[src/rtl/onehot_seq_checked_pkg.sv]
// rtl/onehot_seq_checked_pkg.sv - shared types and one-hot helpers for the ring sequencer
package onehot_seq_pkg;

  localparam int MAX_STATES = 32;
  typedef logic [MAX_STATES-1:0] vec_t;

  typedef enum logic [2:0] {
    SRC_FORCE,
    SRC_RECOVER,
    SRC_LOAD,
    SRC_STEP,
    SRC_HOLD
  } nxt_src_e;

  function automatic int calc_idx_w(input int n);
    return (n <= 2) ? 1 : $clog2(n);
  endfunction

  // Narrower vectors are zero-extended by the caller; padding never changes one-hotness.
  function automatic logic is_onehot(input vec_t v);
    return (v != '0) && ((v & (v - vec_t'(1))) == '0);
  endfunction

  function automatic logic [4:0] onehot2idx(input vec_t v);
    logic [4:0] idx;
    idx = '0;
    for (int i = 0; i < MAX_STATES; i++) begin
      if (v[i]) idx = idx | 5'(i);
    end
    return idx;
  endfunction

  function automatic vec_t idx2onehot(input logic [4:0] idx);
    return vec_t'(1) << idx;
  endfunction

endpackage

[src/rtl/onehot_seq_checked_if.sv]
// rtl/onehot_seq_checked_if.sv - control and status bundle of the one-hot ring sequencer
interface onehot_seq_checked_if #(
  parameter int NUM_STATES = 4,
  parameter int ERR_CNT_W  = 8
);
  import onehot_seq_pkg::*;

  localparam int IDX_W = calc_idx_w(NUM_STATES);

  logic                  en;
  logic                  dir;
  logic                  load;
  logic [IDX_W-1:0]      load_idx;
  logic                  force_vld;
  logic [NUM_STATES-1:0] force_vec;
  logic                  clr_err;
  logic [NUM_STATES-1:0] state;
  logic [IDX_W-1:0]      state_idx;
  logic                  wrap;
  logic                  err;
  logic                  err_sticky;
  logic [ERR_CNT_W-1:0]  err_cnt;

  modport master (
    output en, dir, load, load_idx, force_vld, force_vec, clr_err,
    input  state, state_idx, wrap, err, err_sticky, err_cnt
  );

  modport slave (
    input  en, dir, load, load_idx, force_vld, force_vec, clr_err,
    output state, state_idx, wrap, err, err_sticky, err_cnt
  );

endinterface

[src/rtl/onehot_seq_checked_legality_chk.sv]
// rtl/onehot_seq_checked_legality_chk.sv - one-hot legality flag with sticky bit and saturating count
module onehot_legality_chk
  import onehot_seq_pkg::*;
#(
  parameter int W     = 4,
  parameter int CNT_W = 8
) (
  input  logic             clk,
  input  logic             reset_n,
  input  logic [W-1:0]     vec,
  input  logic             clr_err,
  input  logic             set_sticky,
  output logic             err,
  output logic             err_sticky,
  output logic [CNT_W-1:0] err_cnt
);

  assign err = !is_onehot(vec_t'(vec));

  // A new error on the same edge as clr_err wins: sticky stays set, count restarts at one.
  always_ff @(posedge clk or negedge reset_n) begin
    if (!reset_n) begin
      err_sticky <= 1'b0;
      err_cnt    <= '0;
    end else begin
      if (err || set_sticky) begin
        err_sticky <= 1'b1;
      end else if (clr_err) begin
        err_sticky <= 1'b0;
      end

      if (err) begin
        if (clr_err) begin
          err_cnt <= CNT_W'(1);
        end else if (err_cnt != '1) begin
          err_cnt <= err_cnt + CNT_W'(1);
        end
      end else if (clr_err) begin
        err_cnt <= '0;
      end
    end
  end

endmodule

[src/rtl/onehot_seq_checked.sv]
// rtl/onehot_seq_checked.sv - parametrised one-hot ring sequencer with legality check and self-recovery
module onehot_seq_checked
  import onehot_seq_pkg::*;
#(
  parameter int NUM_STATES = 4,
  parameter int RESET_IDX  = 0,
  parameter int ERR_CNT_W  = 8
) (
  input  logic                 clk,
  input  logic                 reset_n,
  onehot_seq_checked_if.slave  bus
);

  localparam int                    IDX_W     = calc_idx_w(NUM_STATES);
  localparam logic [NUM_STATES-1:0] RESET_VEC = NUM_STATES'(1) << RESET_IDX;
  localparam logic [IDX_W:0]        NS_LIMIT  = (IDX_W+1)'(NUM_STATES);

  logic [NUM_STATES-1:0] state_q;
  logic                  wrap_q;
  logic                  err;
  logic                  err_sticky;
  logic [ERR_CNT_W-1:0]  err_cnt;
  logic                  load_bad;
  logic                  bad_load_set;
  nxt_src_e              src;

  assign load_bad     = {1'b0, bus.load_idx} >= NS_LIMIT;
  assign bad_load_set = (src == SRC_LOAD) && load_bad;

  always_comb begin
    src = SRC_HOLD;
    if (bus.force_vld)  src = SRC_FORCE;
    else if (err)       src = SRC_RECOVER;
    else if (bus.load)  src = SRC_LOAD;
    else if (bus.en)    src = SRC_STEP;
  end

  // Only an en-driven rotation can raise wrap; it reports the boundary bit that just rotated out.
  always_ff @(posedge clk or negedge reset_n) begin
    if (!reset_n) begin
      state_q <= RESET_VEC;
      wrap_q  <= 1'b0;
    end else begin
      wrap_q <= 1'b0;
      case (src)
        SRC_FORCE:   state_q <= bus.force_vec;
        SRC_RECOVER: state_q <= RESET_VEC;
        SRC_LOAD:    state_q <= load_bad ? RESET_VEC
                                         : NUM_STATES'(idx2onehot(5'(bus.load_idx)));
        SRC_STEP: begin
          if (bus.dir) begin
            state_q <= {state_q[0], state_q[NUM_STATES-1:1]};
            wrap_q  <= state_q[0];
          end else begin
            state_q <= {state_q[NUM_STATES-2:0], state_q[NUM_STATES-1]};
            wrap_q  <= state_q[NUM_STATES-1];
          end
        end
        default:     state_q <= state_q;
      endcase
    end
  end

  onehot_legality_chk #(
    .W     (NUM_STATES),
    .CNT_W (ERR_CNT_W)
  ) u_chk (
    .clk        (clk),
    .reset_n    (reset_n),
    .vec        (state_q),
    .clr_err    (bus.clr_err),
    .set_sticky (bad_load_set),
    .err        (err),
    .err_sticky (err_sticky),
    .err_cnt    (err_cnt)
  );

  assign bus.state      = state_q;
  assign bus.state_idx  = err ? '0 : IDX_W'(onehot2idx(vec_t'(state_q)));
  assign bus.wrap       = wrap_q;
  assign bus.err        = err;
  assign bus.err_sticky = err_sticky;
  assign bus.err_cnt    = err_cnt;

endmodule

[src/flat_wrapper.sv]
// flat-port wrapper written by rule: the top's interface ports become plain ports
module onehot_seq_checked_flat import onehot_seq_pkg::*;
#(
  parameter int NUM_STATES = 4,
  parameter int RESET_IDX  = 0,
  parameter int ERR_CNT_W  = 8
)
  (clk, reset_n, bus_en, bus_dir, bus_load, bus_load_idx, bus_force_vld, bus_force_vec, bus_clr_err, bus_state, bus_state_idx, bus_wrap, bus_err, bus_err_sticky, bus_err_cnt);
  onehot_seq_checked_if #(.NUM_STATES(NUM_STATES), .ERR_CNT_W(ERR_CNT_W)) bus_i ();
  input  logic clk;
  input  logic reset_n;
  input wire logic [$bits(bus_i.en)-1:0] bus_en;
  input wire logic [$bits(bus_i.dir)-1:0] bus_dir;
  input wire logic [$bits(bus_i.load)-1:0] bus_load;
  input wire logic [$bits(bus_i.load_idx)-1:0] bus_load_idx;
  input wire logic [$bits(bus_i.force_vld)-1:0] bus_force_vld;
  input wire logic [$bits(bus_i.force_vec)-1:0] bus_force_vec;
  input wire logic [$bits(bus_i.clr_err)-1:0] bus_clr_err;
  output wire logic [$bits(bus_i.state)-1:0] bus_state;
  output wire logic [$bits(bus_i.state_idx)-1:0] bus_state_idx;
  output wire logic [$bits(bus_i.wrap)-1:0] bus_wrap;
  output wire logic [$bits(bus_i.err)-1:0] bus_err;
  output wire logic [$bits(bus_i.err_sticky)-1:0] bus_err_sticky;
  output wire logic [$bits(bus_i.err_cnt)-1:0] bus_err_cnt;
  assign bus_i.en = bus_en;
  assign bus_i.dir = bus_dir;
  assign bus_i.load = bus_load;
  assign bus_i.load_idx = bus_load_idx;
  assign bus_i.force_vld = bus_force_vld;
  assign bus_i.force_vec = bus_force_vec;
  assign bus_i.clr_err = bus_clr_err;
  assign bus_state = bus_i.state;
  assign bus_state_idx = bus_i.state_idx;
  assign bus_wrap = bus_i.wrap;
  assign bus_err = bus_i.err;
  assign bus_err_sticky = bus_i.err_sticky;
  assign bus_err_cnt = bus_i.err_cnt;
  onehot_seq_checked #(.NUM_STATES(NUM_STATES), .RESET_IDX(RESET_IDX), .ERR_CNT_W(ERR_CNT_W)) u_core (.clk(clk), .reset_n(reset_n), .bus(bus_i));
endmodule
[config.mk]
export PLATFORM = sky130hd
export DESIGN_NAME = onehot_seq_checked_flat
export DESIGN_NICKNAME = d
export VERILOG_FILES = /design/src/rtl/onehot_seq_checked_pkg.sv /design/src/rtl/onehot_seq_checked_if.sv /design/src/rtl/onehot_seq_checked_legality_chk.sv /design/src/rtl/onehot_seq_checked.sv /design/src/flat_wrapper.sv
export SDC_FILE = /design/constraint.sdc
export NUM_CORES = 1
export LEC_CHECK = 0
export CAP_MARGIN = 20
export CORE_ASPECT_RATIO = 0.9
export CORE_MARGIN = 2
export CORE_UTILIZATION = 41
export DETAILED_ROUTE_END_ITERATION = 7
export PLACE_DENSITY = 0.84
export SETUP_SLACK_MARGIN = 0.05
export SYNTH_ARGS = -nofsm -noshare
export SYNTH_HDL_FRONTEND = slang
export SYNTH_HIERARCHICAL = 1
export SYNTH_SLANG_ARGS = --single-unit
[constraint.sdc]
create_clock -name clk -period 2.3 [get_ports clk]
set_clock_uncertainty 0.15 [all_clocks]
set_input_delay 0.46 -clock clk [delete_from_list [all_inputs] [get_ports clk]]
set_output_delay 0.46 -clock clk [all_outputs]
set_load 0.01 [all_outputs]
* Word-level counts from Yosys, hierarchy flattened
Index checks and enable logic that the tools add are counted. Widths: inputs -> output; s select.
Cells by class: reductions and logical operators 8, shifts and indexed selects 1, add/sub/neg operators 2, mux-type cells 18, equal/unequal tests 5, bitwise gates (word level) 1
Operators by type and width (count):
- $and 4x32->32 | 1
- $logic_not 32->1 | 1
- $mux 8 | 4
- $pmux 4 s4 | 1
- $mux 3 | 4
- $add 8x1->8 const B | 1
- $ne 8x8->1 const B | 1
- $reduce_bool 4->1 | 2
- $eq 3x2->1 const B | 2
- $mux 2 | 3
- $mux 1 | 5
- $sub 4x1->5 const B | 1
- $mux 4 | 1
- $shl 1x2->4 const A | 1
- $eq 3x1->1 const B | 1
- $logic_not 3->1 | 1
- $ne 2x2->1 const B | 1
- $reduce_and 2->1 | 1
- $reduce_bool 2->1 | 1
- $logic_and 1x1->1 | 1
- $logic_not 1->1 | 1
Storage, ports and cells: register bits after elaboration 14, input bits 13, output and inout port bits 17

* Logic depth before layout (Yosys ltp)
word-level depth 8, gate-level depth with buffers 8

* Hierarchy
The synthesis kept the hierarchy.
By module, submodules not included:
- onehot_legality_chk | area each 573.0 µm², times used 1, cells an instance 60
- onehot_seq_checked | area each 389.1 µm², times used 1, cells an instance 42

* Worst setup path after synthesis
No wires, ideal clock.
kind reg2reg, start register u_core.state_q[0], in the netlist u_core/bus.state[0], end register u_core.state_q[3], in the netlist u_core/bus.state[3], library setup time 0.127 ns, arrival time 1.912 ns, path slack 0.111 ns, data required time 2.023 ns, stages on the path, launching flop included 9, cell sequence dfstp_2 nor2_1 a211o_2 inv_2 buf_6 buf_2 and4b_1 a211oi_1 o31ai_1
On the way: cells in the longest elaborated chain, start to end 8, elaborated cells between the ends (all ways) 14, classes of those cells 1 x add/sub; 3 x eq/ne; 4 x mux; 1 x bitwise; 5 x reduce/logical
RTL lines:
- start, declared | line onehot_seq_checked.sv:18 | logic [NUM_STATES-1:0] state_q;
- start signal, assigned | line onehot_seq_checked.sv:46 | SRC_FORCE: state_q <= bus.force_vec;
- start signal, assigned | line onehot_seq_checked.sv:48 | SRC_LOAD: state_q <= load_bad ? RESET_VEC
- start signal, assigned | line onehot_seq_checked.sv:52 | state_q <= {state_q[0], state_q[NUM_STATES-1:1]};
- $sub 4x1->5 | line onehot_seq_checked_pkg.sv:21 | return (v != '0) && ((v & (v - vec_t'(1))) == '0);
- $and 4x32->32 | line onehot_seq_checked_pkg.sv:21
- $logic_not 32->1 | line onehot_seq_checked_pkg.sv:21
- $logic_and 1x1->1 | line onehot_seq_checked_pkg.sv:21
- $mux 3 | line onehot_seq_checked.sv:33 | else if (err) src = SRC_RECOVER;
- $mux 3 | line onehot_seq_checked.sv:32 | if (bus.force_vld) src = SRC_FORCE;
- $eq 3x2->1, or another cell as far along | line onehot_seq_checked.sv:45 | case (src)
- $pmux 4 s4 or $reduce_bool 4->1 (tied branches)
Several ways; a longest one is shown, not always the timed one. A chain may end at the register's enable or synchronous reset.

* Worst setup path in the final report
start register u_core.state_q[3], in the netlist u_core/bus.state[3], end output port bus_state_idx[0]
On the way: cells in the longest elaborated chain, start to end 5, elaborated cells between the ends (all ways) 7, classes of those cells 1 x add/sub; 2 x mux; 1 x bitwise; 3 x reduce/logical
RTL lines:
- $sub 4x1->5 | line onehot_seq_checked_pkg.sv:21
- $and 4x32->32 | line onehot_seq_checked_pkg.sv:21
- $logic_not 32->1 | line onehot_seq_checked_pkg.sv:21
- $logic_and 1x1->1 | line onehot_seq_checked_pkg.sv:21
- $mux 2 * | line onehot_seq_checked.sv:79 | assign bus.state_idx = err ? '0 : IDX_W'(onehot2idx(vec_t'(state_q)));
- end, declared | line flat_wrapper.sv:20 | output wire logic [$bits(bus_i.state_idx)-1:0] bus_state_idx;
Mark *: on every way between the ends. The rest lies on a longest branch, timed or not.

==> impl_metrics.env <==
export IMPL_outcome="complete, no violations"
export IMPL_routed_wl_um=2530
export IMPL_power_leakage_nw=0.525
export IMPL_synthFlopType="dfrtp_1"
export IMPL_synth_seq_cells=14
export IMPL_die_h_um=50.0
export IMPL_synth_edf_count=0
export IMPL_numPortBuffers=29
export IMPL_r2r_start="u_core/bus.state[0]"
export IMPL_worstSkewPairLatency_ns=0.28
export IMPL_finalCritPeriodShare_pct=96.6
export IMPL_core_area_um2=2200
export IMPL_first_iter_violations=7
export IMPL_ir_worst_vdd_mv=0.416
export IMPL_crit_required_ns=1.69
export IMPL_drt_first_pass_iters=4
export IMPL_power_mw=0.756
export IMPL_drive_above_1_share_pct=23.2
export IMPL_cellPowerDensity_nw_per_um2=560
export IMPL_cts_buffers=3
export IMPL_cap_violations=0
export IMPL_rsz0062_at_grt="yes"
export IMPL_path_clk_slew_ns=0.08
export IMPL_synth_top_cell_by_area="dfrtp_1"
export IMPL_worstPathMaxFanout=5
export IMPL_fmaxAchievable_ghz=0.450
export IMPL_hold_viol=0
export IMPL_syn_area_um2=962
export IMPL_dpl_cell_area_um2=1310
export IMPL_via_per_inst=5.81
export IMPL_grt_pass1_wl_um=4010
export IMPL_worstSetupStartpointType="register"
export IMPL_dpl_hpwl_um=1830
export IMPL_initial_utilization_pct=43.7
export IMPL_yosysSeqAreaShare_pct=36.5
export IMPL_gp_congestion=0.837
export IMPL_grt_start_max_net_pins=15
export IMPL_mostFrequentLayoutCells="26 x clkdlybuf4s50_1, 11 x dfrtp_1, 9 x nor2_1, 8 x buf_4, 7 x nand2_1"
export IMPL_cts_tree="done"
export IMPL_clock_sinks=14
export IMPL_wl_met1_um=1070
export IMPL_root_buffer="clkbuf_4"
export IMPL_synth_area_leaders="dfrtp_1 34%, nor2_1 3.5%, mux2_2 3.5%, a21oi_1 3.1%, dfstp_2 2.7%"
export IMPL_io_pins=30
export IMPL_mostFrequentLayoutCell="clkdlybuf4s50_1"
export IMPL_rows=16
export IMPL_maxSlewHeadroom_pct=57.4
export IMPL_synth_top_cell_area_share_pct=33.8
export IMPL_htree_levels=1
export IMPL_fp_dieW_um=55.1
export IMPL_syn_inst=102
export IMPL_hp_start="u_core/u_chk/err_sticky"
export IMPL_critPathKind="register to output port"
export IMPL_route_vias_total=959
export IMPL_drcViolationCount=0
export IMPL_hold_class="register to register"
export IMPL_fin_nets=153
export IMPL_cts_hold_buf=0
export IMPL_final_cell_area_um2=1350
export IMPL_ant_nets=0
export IMPL_diodes=0
export IMPL_synth_warnings=6
export IMPL_grt_pass1_vias=902
export IMPL_setup_viol_count_final=0
export IMPL_async_flop_share_pct=100
export IMPL_endpoint_kind="output port"
export IMPL_wire_per_inst_um=15.3
export IMPL_crit_start="u_core/bus.state[3]"
export IMPL_mappedNetlistNets=116
export IMPL_cts_buffer_depth=2
export IMPL_dr_max_layer_used="met4"
export IMPL_post_route_min_period_ns=2.22
export IMPL_synthDistinctLibCells=45
export IMPL_met2_length_um=1250
export IMPL_die_area_um2=2750
export IMPL_tightest_slew_ns=0.638
export IMPL_grt_overflow=0
export IMPL_slew_viol_final=0
export IMPL_grtUsageTotal_pct=19.8
export IMPL_crit_arrival_ns=1.61
export IMPL_grt_antenna_before_repair=0
export IMPL_area_growth_synth_to_final_pct=40.4
export IMPL_postSynthAreaPerCell_um2=9.43
export IMPL_wl_met3_um=180
## through the flow
| stage | setup TNS, ns | instances | setup slack [ns] | hold WS [ns] | utilization, % |
|---|---|---|---|---|---|
| finish | 0 | 165 | 0.0784 | 0.371 | 61.4 |
| global route | -0.00459 | 165 | -0.00459 | 0.413 | 61.4 |
| CTS | 0 | 165 | 0.0412 | 0.364 | 60.8 |
| detailed placement | 0 | 161 | 0.0420 | 0.345 | 59.4 |
| global placement | 0 | 161 | 0.115 | 0.329 | 59.4 |
| floorplan | 0 | 102 | 0.111 | 0.0144 | - |
## worst paths after layout
kind | to | slack, ns | depth (start not counted)
max in group asynchronous | u_core/bus.state[3] | 1.13 | 1
worst min-delay path | u_core/u_chk/err_sticky | 0.37 | 2
worst max-delay path | bus_state_idx[0] | 0.08 | 5
worst max register to register | u_core/bus.state[3] | 0.14 | 7
worst min register to register | u_core/u_chk/err_sticky | 0.37 | 2
min in group asynchronous | u_core/u_chk/err_cnt[1] | 0.42 | 1
## synth_stat cells, drive strengths merged, types with 2 or more instances
cell     n
nor4bb   2
o21ai    5
nand2    7
nor2     9
nor4     3
nand2b   2
a21oi    8
a211oi   3
a21boi   2
buf      5
nor3     4
and4     2
inv      4
nand3    4
mux2     3
and3     2
dfrtp   13
nor4b    3
## critical path, stage by stage, from the launching register on
cell and delay, ns:
dfrtp_2 0.46, xor2_1 0.17, a211o_2 0.36, inv_4 0.08, nor2_1 0.04, clkdlybuf4s15_1 0.22
## state kept, by name, summed over array words and instances, names as in the netlist
| name | flops |
|---|---|
| u_core/u_chk/err_cnt | 8 |
| u_core/bus.wrap | 1 |
| u_core/u_chk/err_sticky | 1 |
| u_core/bus.state | 4 |
## cell type report
cell class / instances / area, um^2
Fill cell: 216 / 851
Multi-Input combinational cell: 79 / 579
Sequential cell: 14 / 354
Timing Repair Buffer: 37 / 340
Tap cell: 27 / 33.8
Clock buffer: 4 / 26.3
Inverter: 4 / 17.5
## report_power, final
part | internal [mW] | switching [mW]
Combinational | 0.154 | 0.148
Clock | 0.0673 | 0.0788
Sequential | 0.273 | 0.0354
## layer usage
metal | GRT usage (%) | up-vias
met1 | 25.1 | 460
met4 | 4.88 | 0
met3 | 5.76 | 6
met5 | 0 | -
met2 | 32.3 | 36
li1 | - | 457
## logic make-up after synthesis
logic type	count (synthesis)	synth area share [%]
AOI/OAI and AO/OA	28	22.5
and+or+nand+nor	44	28.4
muxes	4	4.55
buffers and inverters	9	5.46
DFF	14	36.5
adders and majority gates	1	1.30
xor gates and xnor gates	1	0.910
other	1	0.390
## repair_timing
item | 4_1_cts | 5_1_grt
setup buffers | 0 | 0
setup endpoints to repair | 3 | 4
gates cloned | 0 | 0
pin swaps | 0 | 1
gates resized for setup | 5 | 9
No activity file was read; power rests on OpenSTA's default activity.
